[src/rtl/ysyx_23060124_pkg.sv]
// Shared definitions for the ysyx_23060124 core: fetch FSM encoding,
// AXI response codes and the architectural reset PC.
package ysyx_23060124_pkg;

    typedef enum logic [2:0] {
        S_IDLE = 3'd0,
        S_AR   = 3'd1,
        S_R    = 3'd2,
        S_DEC  = 3'd3,
        S_WB   = 3'd4
    } fetch_state_e;

    localparam logic [1:0]  AXI_RESP_OKAY    = 2'b00;
    localparam logic [31:0] RESET_PC_DEFAULT = 32'h3000_0000;
    localparam logic [31:0] PC_STEP_DEFAULT  = 32'd4;

    // Sequential PC advance; plain 32-bit modulo add, low bits untouched.
    function automatic logic [31:0] pc_advance(input logic [31:0] pc, input logic [31:0] step);
        return pc + step;
    endfunction

    // Any response other than OKAY is reported to the IDU as a fetch fault.
    function automatic logic resp_is_error(input logic [1:0] resp);
        return (resp != AXI_RESP_OKAY);
    endfunction

endpackage

[src/rtl/ysyx_23060124_ifu_fetch_if.sv]
// Bus bundle of the instruction fetch unit: AXI4-Lite read channel (AR/R)
// towards memory plus the valid/ready instruction handoff towards the IDU.
// Signal names keep the fetch unit's point of view (o_ = driven by fetch).
interface ysyx_23060124_ifu_fetch_if;

    logic [31:0] o_araddr;
    logic        o_arvalid;
    logic        i_arready;
    logic [31:0] i_rdata;
    logic [1:0]  i_rresp;
    logic        i_rvalid;
    logic        o_rready;
    logic        o_post_valid;
    logic        i_post_ready;
    logic [31:0] o_inst;
    logic [31:0] o_pc;
    logic        o_fetch_err;

    // Fetch unit side.
    modport master (
        output o_araddr, o_arvalid, o_rready,
        output o_post_valid, o_inst, o_pc, o_fetch_err,
        input  i_arready, i_rdata, i_rresp, i_rvalid, i_post_ready
    );

    // Memory / IDU side.
    modport slave (
        input  o_araddr, o_arvalid, o_rready,
        input  o_post_valid, o_inst, o_pc, o_fetch_err,
        output i_arready, i_rdata, i_rresp, i_rvalid, i_post_ready
    );

endinterface

[src/rtl/ysyx_23060124_ifu_fetch.sv]
// Instruction fetch unit of a multicycle core. Owns the architectural PC,
// issues one AXI4-Lite read per instruction, hands the word to the IDU and
// waits for the WBU commit before computing the next PC. Redirects from the
// WBU are captured in any state and applied at the next commit.
module ysyx_23060124_ifu_fetch
    import ysyx_23060124_pkg::*;
#(
    parameter logic [31:0] RESET_PC = RESET_PC_DEFAULT,
    parameter logic [31:0] PC_STEP  = PC_STEP_DEFAULT
) (
    input  logic                          clock,
    input  logic                          reset,
    input  logic                          i_pc_update,
    input  logic [31:0]                   i_pc_next,
    input  logic                          i_commit,
    ysyx_23060124_ifu_fetch_if.master     bus
);

    fetch_state_e state_q, state_d;

    logic [31:0] pc_q, pc_d;
    logic        redir_pend_q, redir_pend_d;
    logic [31:0] redir_pc_q, redir_pc_d;
    logic [31:0] inst_q, inst_d;
    logic        fetch_err_q, fetch_err_d;
    logic        arvalid_q, arvalid_d;
    logic        rready_q, rready_d;
    logic        post_valid_q, post_valid_d;

    logic ar_fire_s;
    logic r_fire_s;
    logic post_fire_s;
    logic commit_fire_s;

    // Handshake strobes; the valid/ready flops mirror the state, so these
    // only fire in the state that owns the corresponding channel.
    assign ar_fire_s     = arvalid_q    && bus.i_arready;
    assign r_fire_s      = rready_q     && bus.i_rvalid;
    assign post_fire_s   = post_valid_q && bus.i_post_ready;
    assign commit_fire_s = (state_q == S_WB) && i_commit;

    // FSM state register.
    always_ff @(posedge clock or posedge reset) begin
        if (reset) begin
            state_q <= S_IDLE;
        end else begin
            state_q <= state_d;
        end
    end

    // FSM next-state logic: every state lasts at least one cycle.
    always_comb begin
        state_d = state_q;
        case (state_q)
            S_IDLE: state_d = S_AR;
            S_AR: begin
                if (ar_fire_s) begin
                    state_d = S_R;
                end else begin
                    state_d = S_AR;
                end
            end
            S_R: begin
                if (r_fire_s) begin
                    state_d = S_DEC;
                end else begin
                    state_d = S_R;
                end
            end
            S_DEC: begin
                if (post_fire_s) begin
                    state_d = S_WB;
                end else begin
                    state_d = S_DEC;
                end
            end
            S_WB: begin
                if (commit_fire_s) begin
                    state_d = S_IDLE;
                end else begin
                    state_d = S_WB;
                end
            end
            default: state_d = S_IDLE;
        endcase
    end

    // FSM output decode, taken from the next state so the strobes are flops.
    always_comb begin
        arvalid_d    = (state_d == S_AR);
        rready_d     = (state_d == S_R);
        post_valid_d = (state_d == S_DEC);
    end

    // Output strobe registers; async reset drops them immediately.
    always_ff @(posedge clock or posedge reset) begin
        if (reset) begin
            arvalid_q    <= 1'b0;
            rready_q     <= 1'b0;
            post_valid_q <= 1'b0;
        end else begin
            arvalid_q    <= arvalid_d;
            rready_q     <= rready_d;
            post_valid_q <= post_valid_d;
        end
    end

    // PC and redirect capture: a same-cycle redirect beats a pending one,
    // which beats the sequential step; commit consumes any pending redirect.
    always_comb begin
        pc_d         = pc_q;
        redir_pend_d = redir_pend_q;
        redir_pc_d   = redir_pc_q;
        if (i_pc_update) begin
            redir_pc_d = i_pc_next;
        end else begin
            redir_pc_d = redir_pc_q;
        end
        if (commit_fire_s) begin
            redir_pend_d = 1'b0;
            if (i_pc_update) begin
                pc_d = i_pc_next;
            end else if (redir_pend_q) begin
                pc_d = redir_pc_q;
            end else begin
                pc_d = pc_advance(pc_q, PC_STEP);
            end
        end else if (i_pc_update) begin
            redir_pend_d = 1'b1;
        end else begin
            redir_pend_d = redir_pend_q;
        end
    end

    // PC and redirect registers.
    always_ff @(posedge clock or posedge reset) begin
        if (reset) begin
            pc_q         <= RESET_PC;
            redir_pend_q <= 1'b0;
            redir_pc_q   <= 32'h0000_0000;
        end else begin
            pc_q         <= pc_d;
            redir_pend_q <= redir_pend_d;
            redir_pc_q   <= redir_pc_d;
        end
    end

    // Instruction buffer: captures the read beat, error responses included.
    always_comb begin
        inst_d      = inst_q;
        fetch_err_d = fetch_err_q;
        if (r_fire_s) begin
            inst_d      = bus.i_rdata;
            fetch_err_d = resp_is_error(bus.i_rresp);
        end else begin
            inst_d      = inst_q;
            fetch_err_d = fetch_err_q;
        end
    end

    // Instruction buffer registers.
    always_ff @(posedge clock or posedge reset) begin
        if (reset) begin
            inst_q      <= 32'h0000_0000;
            fetch_err_q <= 1'b0;
        end else begin
            inst_q      <= inst_d;
            fetch_err_q <= fetch_err_d;
        end
    end

    assign bus.o_araddr     = pc_q;
    assign bus.o_pc         = pc_q;
    assign bus.o_arvalid    = arvalid_q;
    assign bus.o_rready     = rready_q;
    assign bus.o_post_valid = post_valid_q;
    assign bus.o_inst       = inst_q;
    assign bus.o_fetch_err  = fetch_err_q;

endmodule

[src/flat_wrapper.sv]
// flat-port wrapper written by rule: the top's interface ports become plain ports
module ysyx_23060124_ifu_fetch_flat import ysyx_23060124_pkg::*;
#(
    parameter logic [31:0] RESET_PC = RESET_PC_DEFAULT,
    parameter logic [31:0] PC_STEP  = PC_STEP_DEFAULT
)
  (clock, reset, i_pc_update, i_pc_next, i_commit, bus_o_araddr, bus_o_arvalid, bus_o_rready, bus_o_post_valid, bus_o_inst, bus_o_pc, bus_o_fetch_err, bus_i_arready, bus_i_rdata, bus_i_rresp, bus_i_rvalid, bus_i_post_ready);
  ysyx_23060124_ifu_fetch_if bus_i ();
  input  logic clock;
  input  logic reset;
  input  logic i_pc_update;
  input  logic [31:0] i_pc_next;
  input  logic i_commit;
  output wire logic [$bits(bus_i.o_araddr)-1:0] bus_o_araddr;
  output wire logic [$bits(bus_i.o_arvalid)-1:0] bus_o_arvalid;
  output wire logic [$bits(bus_i.o_rready)-1:0] bus_o_rready;
  output wire logic [$bits(bus_i.o_post_valid)-1:0] bus_o_post_valid;
  output wire logic [$bits(bus_i.o_inst)-1:0] bus_o_inst;
  output wire logic [$bits(bus_i.o_pc)-1:0] bus_o_pc;
  output wire logic [$bits(bus_i.o_fetch_err)-1:0] bus_o_fetch_err;
  input wire logic [$bits(bus_i.i_arready)-1:0] bus_i_arready;
  input wire logic [$bits(bus_i.i_rdata)-1:0] bus_i_rdata;
  input wire logic [$bits(bus_i.i_rresp)-1:0] bus_i_rresp;
  input wire logic [$bits(bus_i.i_rvalid)-1:0] bus_i_rvalid;
  input wire logic [$bits(bus_i.i_post_ready)-1:0] bus_i_post_ready;
  assign bus_o_araddr = bus_i.o_araddr;
  assign bus_o_arvalid = bus_i.o_arvalid;
  assign bus_o_rready = bus_i.o_rready;
  assign bus_o_post_valid = bus_i.o_post_valid;
  assign bus_o_inst = bus_i.o_inst;
  assign bus_o_pc = bus_i.o_pc;
  assign bus_o_fetch_err = bus_i.o_fetch_err;
  assign bus_i.i_arready = bus_i_arready;
  assign bus_i.i_rdata = bus_i_rdata;
  assign bus_i.i_rresp = bus_i_rresp;
  assign bus_i.i_rvalid = bus_i_rvalid;
  assign bus_i.i_post_ready = bus_i_post_ready;
  ysyx_23060124_ifu_fetch #(.RESET_PC(RESET_PC), .PC_STEP(PC_STEP)) u_core (.clock(clock), .reset(reset), .i_pc_update(i_pc_update), .i_pc_next(i_pc_next), .i_commit(i_commit), .bus(bus_i));
endmodule
[config.mk]
export PLATFORM = sky130hd
export DESIGN_NAME = ysyx_23060124_ifu_fetch_flat
export DESIGN_NICKNAME = d
export VERILOG_FILES = /design/src/rtl/ysyx_23060124_pkg.sv /design/src/rtl/ysyx_23060124_ifu_fetch_if.sv /design/src/rtl/ysyx_23060124_ifu_fetch.sv /design/src/flat_wrapper.sv
export SDC_FILE = /design/constraint.sdc
export NUM_CORES = 1
export LEC_CHECK = 0
export ABC_CLOCK_PERIOD_IN_PS = 5400
export CAP_MARGIN = 0
export CORE_MARGIN = 2
export CORE_UTILIZATION = 45
export DETAILED_ROUTE_END_ITERATION = 10
export GPL_TIMING_DRIVEN = 0
export HOLD_SLACK_MARGIN = 0.06
export PLACE_DENSITY = 0.78
export SLEW_MARGIN = 20
export SYNTH_ARGS = -nofsm -noshare
export SYNTH_HDL_FRONTEND = slang
export SYNTH_SLANG_ARGS = --single-unit
[constraint.sdc]
create_clock -name clock -period 5.4 [get_ports clock]
set_input_delay 0.54 -clock clock [delete_from_list [all_inputs] [get_ports clock]]
set_output_delay 0.54 -clock clock [all_outputs]
set_load 0.005 [all_outputs]
==> impl_metrics.toml <==
[status]
status = "finished, final reports clean"

[timing]
fin_crit_sh = 0.449
drv_slew = 0
fmax_ghz = 0.412
min_period_ns = 2.43
hold_violations = 0
fin_setup_tns_ns = 0
rsz0062_at_grt = "no"
slew_headroom = 0.423
worstMarginPinSlew_ns = 0.857
holdWs_ns = 0.510
setup_viol_count_final = 0
fin_worst_skew_ns = 0.00764

[worst_setup_path]
critPathLaunchType = "input port"
setup.worst_path.class = "input port to flop"
critPathArrivalTime_ns = 2.65
crit_path_end = "u_core.bus.o_araddr[6]$_DFFE_PP0P_"
worstPathRequired_ns = 5.62
r2r-end = "u_core.bus.o_araddr[31]$_DFFE_PP0P_"
ff2ff_path_depth = 5
cp_max_fo = 10
r2r_slack_ns = 3.01
r2r-start = "u_core.bus.o_araddr[13]$_DFFE_PP0P_"
cp-end-kind = "flop"
crit_path_start = "i_commit"

[layout]
drive_gt1_frac = 0.162
final_nets = 796
area_delta_synth_final_pct = 40.5
fin_cells = 874
antenna_cells = 0
final_area_sq_um = 7630

[yosys]
synth_fp_nets = 613
synth_area_leaders = "dfrtp_1 47%, mux2_2 11%, buf_4 4.4%"
synth_edf_count = 0
synth_top_area_cell = "dfrtp_1"
ys_ff_latch = 104
async_reset_ff_frac = 1.00
synthDistinctLibCells = 61
syn_area_sq_um = 5430
synth.avg_cell_area_sq_um = 10.1
yosysSeqAreaShare = 0.480
synth_top_area_frac = 0.470
synth_ff_type = "dfrtp_1"
postSynthCellCount = 539
yosys_warnings = 0

[power_and_ir_drop]
seqPwrFrac = 0.401
p_sw_w = 0.000995
p_clk_frac = 0.191
p_per_area_nw_per_um2 = 424
p_leak_nw = 3.12
p_int_w = 0.00224
swShare = 0.307
p_comb_frac = 0.408
peakVddDrop_mv = 0.320

[die]
die_height_um = 114
start_util = 0.456
core_area_sq_um = 11900
rows = 40
dieArea_sq_um = 13000
io_pins = 173
die_x_um = 114

[clocking]
cts_made_buffers = 9
clk_pin_slew_ns = 0.07
htree_levels = 3
clockBufferDepth = 2
clkLatencyLatePin_ns = 0.36
post-cts-setup-buffers = 0
ctsHoldBuffers = 0
cts_tree = "built"
post_cts_resized = 0
cts_sinks = 104
cts_root_buf = "clkbuf_16"

[route]
post-route-drc-count = 0
post_drt_wl_per_cell_um = 18.6
vias = 5131
wl_met1_um = 6340
drt_iter0_drc = 461
wl_met2_um = 7640
totalWireLength_um = 16200
postRouteAntennaNets = 0
met3WireLength_um = 1820
drt_pass1_iterations = 5
viasPerCell = 5.87
top_layer = "met4"

[grt]
globalRouteTotalUtil = 0.255
grt_pass1_vias = 4924
grt_pass1_wl_um = 25800
overflow = 0
antenna_found_initial = 0
grt_start_max_net_pins = 77

[placement]
placed_area_sq_um = 7360
dp.cells = 858
hpwl_um = 11900
gp_congestion = 0.946
port_buffers = 171

[job]
max-cap-violations = 0

[worst_hold_path]
min_path_type = "flop to flop"
## routing by layer
| layer | global-route usage | up-vias |
|---|---|---|
| li1 | - | 2315 |
| met1 | 0.322 | 2447 |
| met2 | 0.404 | 328 |
| met3 | 0.0824 | 41 |
| met4 | 0.112 | 0 |
| met5 | 0 | - |
## power by group through the flow
stage / Clock [W] / Combinational [W] / Sequential [W]
4_1_cts: 0.000627 / 0.00134 / 0.00130
5_1_grt: 0.000659 / 0.00143 / 0.00134
6_report: 0.000617 / 0.00132 / 0.00130
3_3_place_gp: 0 / 0.00129 / 0.00129
2_1_floorplan: 0 / 0.000529 / 0.00126
3_5_place_dp: 0 / 0.00133 / 0.00131
## registers in the layout, summed over array words and instances, names as in the netlist
| name | count |
|---|---|
| u_core.bus.o_araddr | 32 |
| u_core.bus.o_inst | 32 |
| u_core.redir_pc_q | 32 |
| u_core.state_q | 3 |
| u_core.bus.o_arvalid | 1 |
| u_core.bus.o_fetch_err | 1 |
| u_core.bus.o_post_valid | 1 |
| u_core.bus.o_rready | 1 |
| u_core.redir_pend_q | 1 |
## worst max-delay path: stages
cell and delay, ns:
clkdlybuf4s50_1 0.50, nor4bb_1 0.47, buf_2 0.32, buf_1 0.44, o21ai_0 0.19, nand2_1 0.10, o21ai_0 0.08
## cells by family (layout without fill, tap and decap cells)
logic type / count (synthesis) / in the layout / share of synthesized area
simple gates: 151 / 151 / 0.146
buf+inv: 88 / 276 / 0.0844
mux: 58 / 58 / 0.119
xor+xnor: 2 / 2 / 0.00323
compound gates: 135 / 135 / 0.165
flops: 104 / 104 / 0.480
fa+ha+maj: 1 / 1 / 0.00230
## through the flow
stage / util / setup slack (ns) / power [W]
4_1_cts: 0.641 / 3.06 / 0.00326
3_5_place_dp: 0.618 / 2.69 / 0.00263
5_1_grt: 0.641 / 2.83 / 0.00343
6_report: 0.641 / 2.97 / 0.00324
3_3_place_gp: 0.615 / 0.684 / 0.00258
2_1_floorplan: - / 2.13 / 0.00179
## final cells by class
type | instances | area [sq um]
timing repair buffer | 172 | 1740
clock inverter | 6 | 43.8
multi-input combinational | 347 | 2370
buffer | 71 | 394
inverter | 17 | 68.8
sequential | 104 | 2610
clock buffer | 10 | 229
tap | 147 | 184
fill | 968 | 4280
## placed cells by master, fill, tap and decap left out, drive strengths merged, types with 7 or more instances in the layout
cell type / count
nand3: 18
dfrtp: 102
a22o: 10
mux2: 54
nand2: 42
nand4: 12
nor3: 14
clkbuf: 37
o21ai: 41
a31oi: 7
buf: 45
clkdlybuf4s50: 171
a21oi: 23
nor4: 11
inv: 17
nor2: 26
## cell usage after synthesis, drive strengths merged, types with 2 or more instances
master,n
a41oi,3
and2,3
nand3,18
or3,2
inv,16
mux2i,4
a2bb2oi,3
a211oi,5
a22oi,5
a31oi,7
o2bb2ai,2
nand4,12
o21ai,41
o22ai,2
o211ai,6
a21o,6
nand2b,2
clkbuf,27
a22o,10
nor2b,4
mux2,54
and3,5
nor3,14
a311oi,4
dfrtp,102
nor4,11
nand2,42
dfstp,2
buf,44
a221oi,4
nor2,26
or4,2
and4,6
a21oi,23
o41ai,4
## worst min path at each step
stage	from	endpoint	slack (ns)	depth (start not counted)
after global routing	reset	u_core.bus.o_inst[17]$_DFFE_PP0P_	0.53	2
after detailed placement	u_core.redir_pc_q[31]$_DFFE_PP0P_	u_core.redir_pc_q[31]$_DFFE_PP0P_	0.50	1
after global placement	u_core.bus.o_fetch_err$_DFFE_PP0P_	u_core.bus.o_fetch_err$_DFFE_PP0P_	0.48	2
after floorplan	u_core.bus.o_fetch_err$_DFFE_PP0P_	u_core.bus.o_fetch_err$_DFFE_PP0P_	0.47	2
after CTS	u_core.bus.o_inst[22]$_DFFE_PP0P_	u_core.bus.o_inst[22]$_DFFE_PP0P_	0.51	1
final	u_core.redir_pc_q[15]$_DFFE_PP0P_	u_core.redir_pc_q[15]$_DFFE_PP0P_	0.51	1
Power figures use the tool's default switching activity.
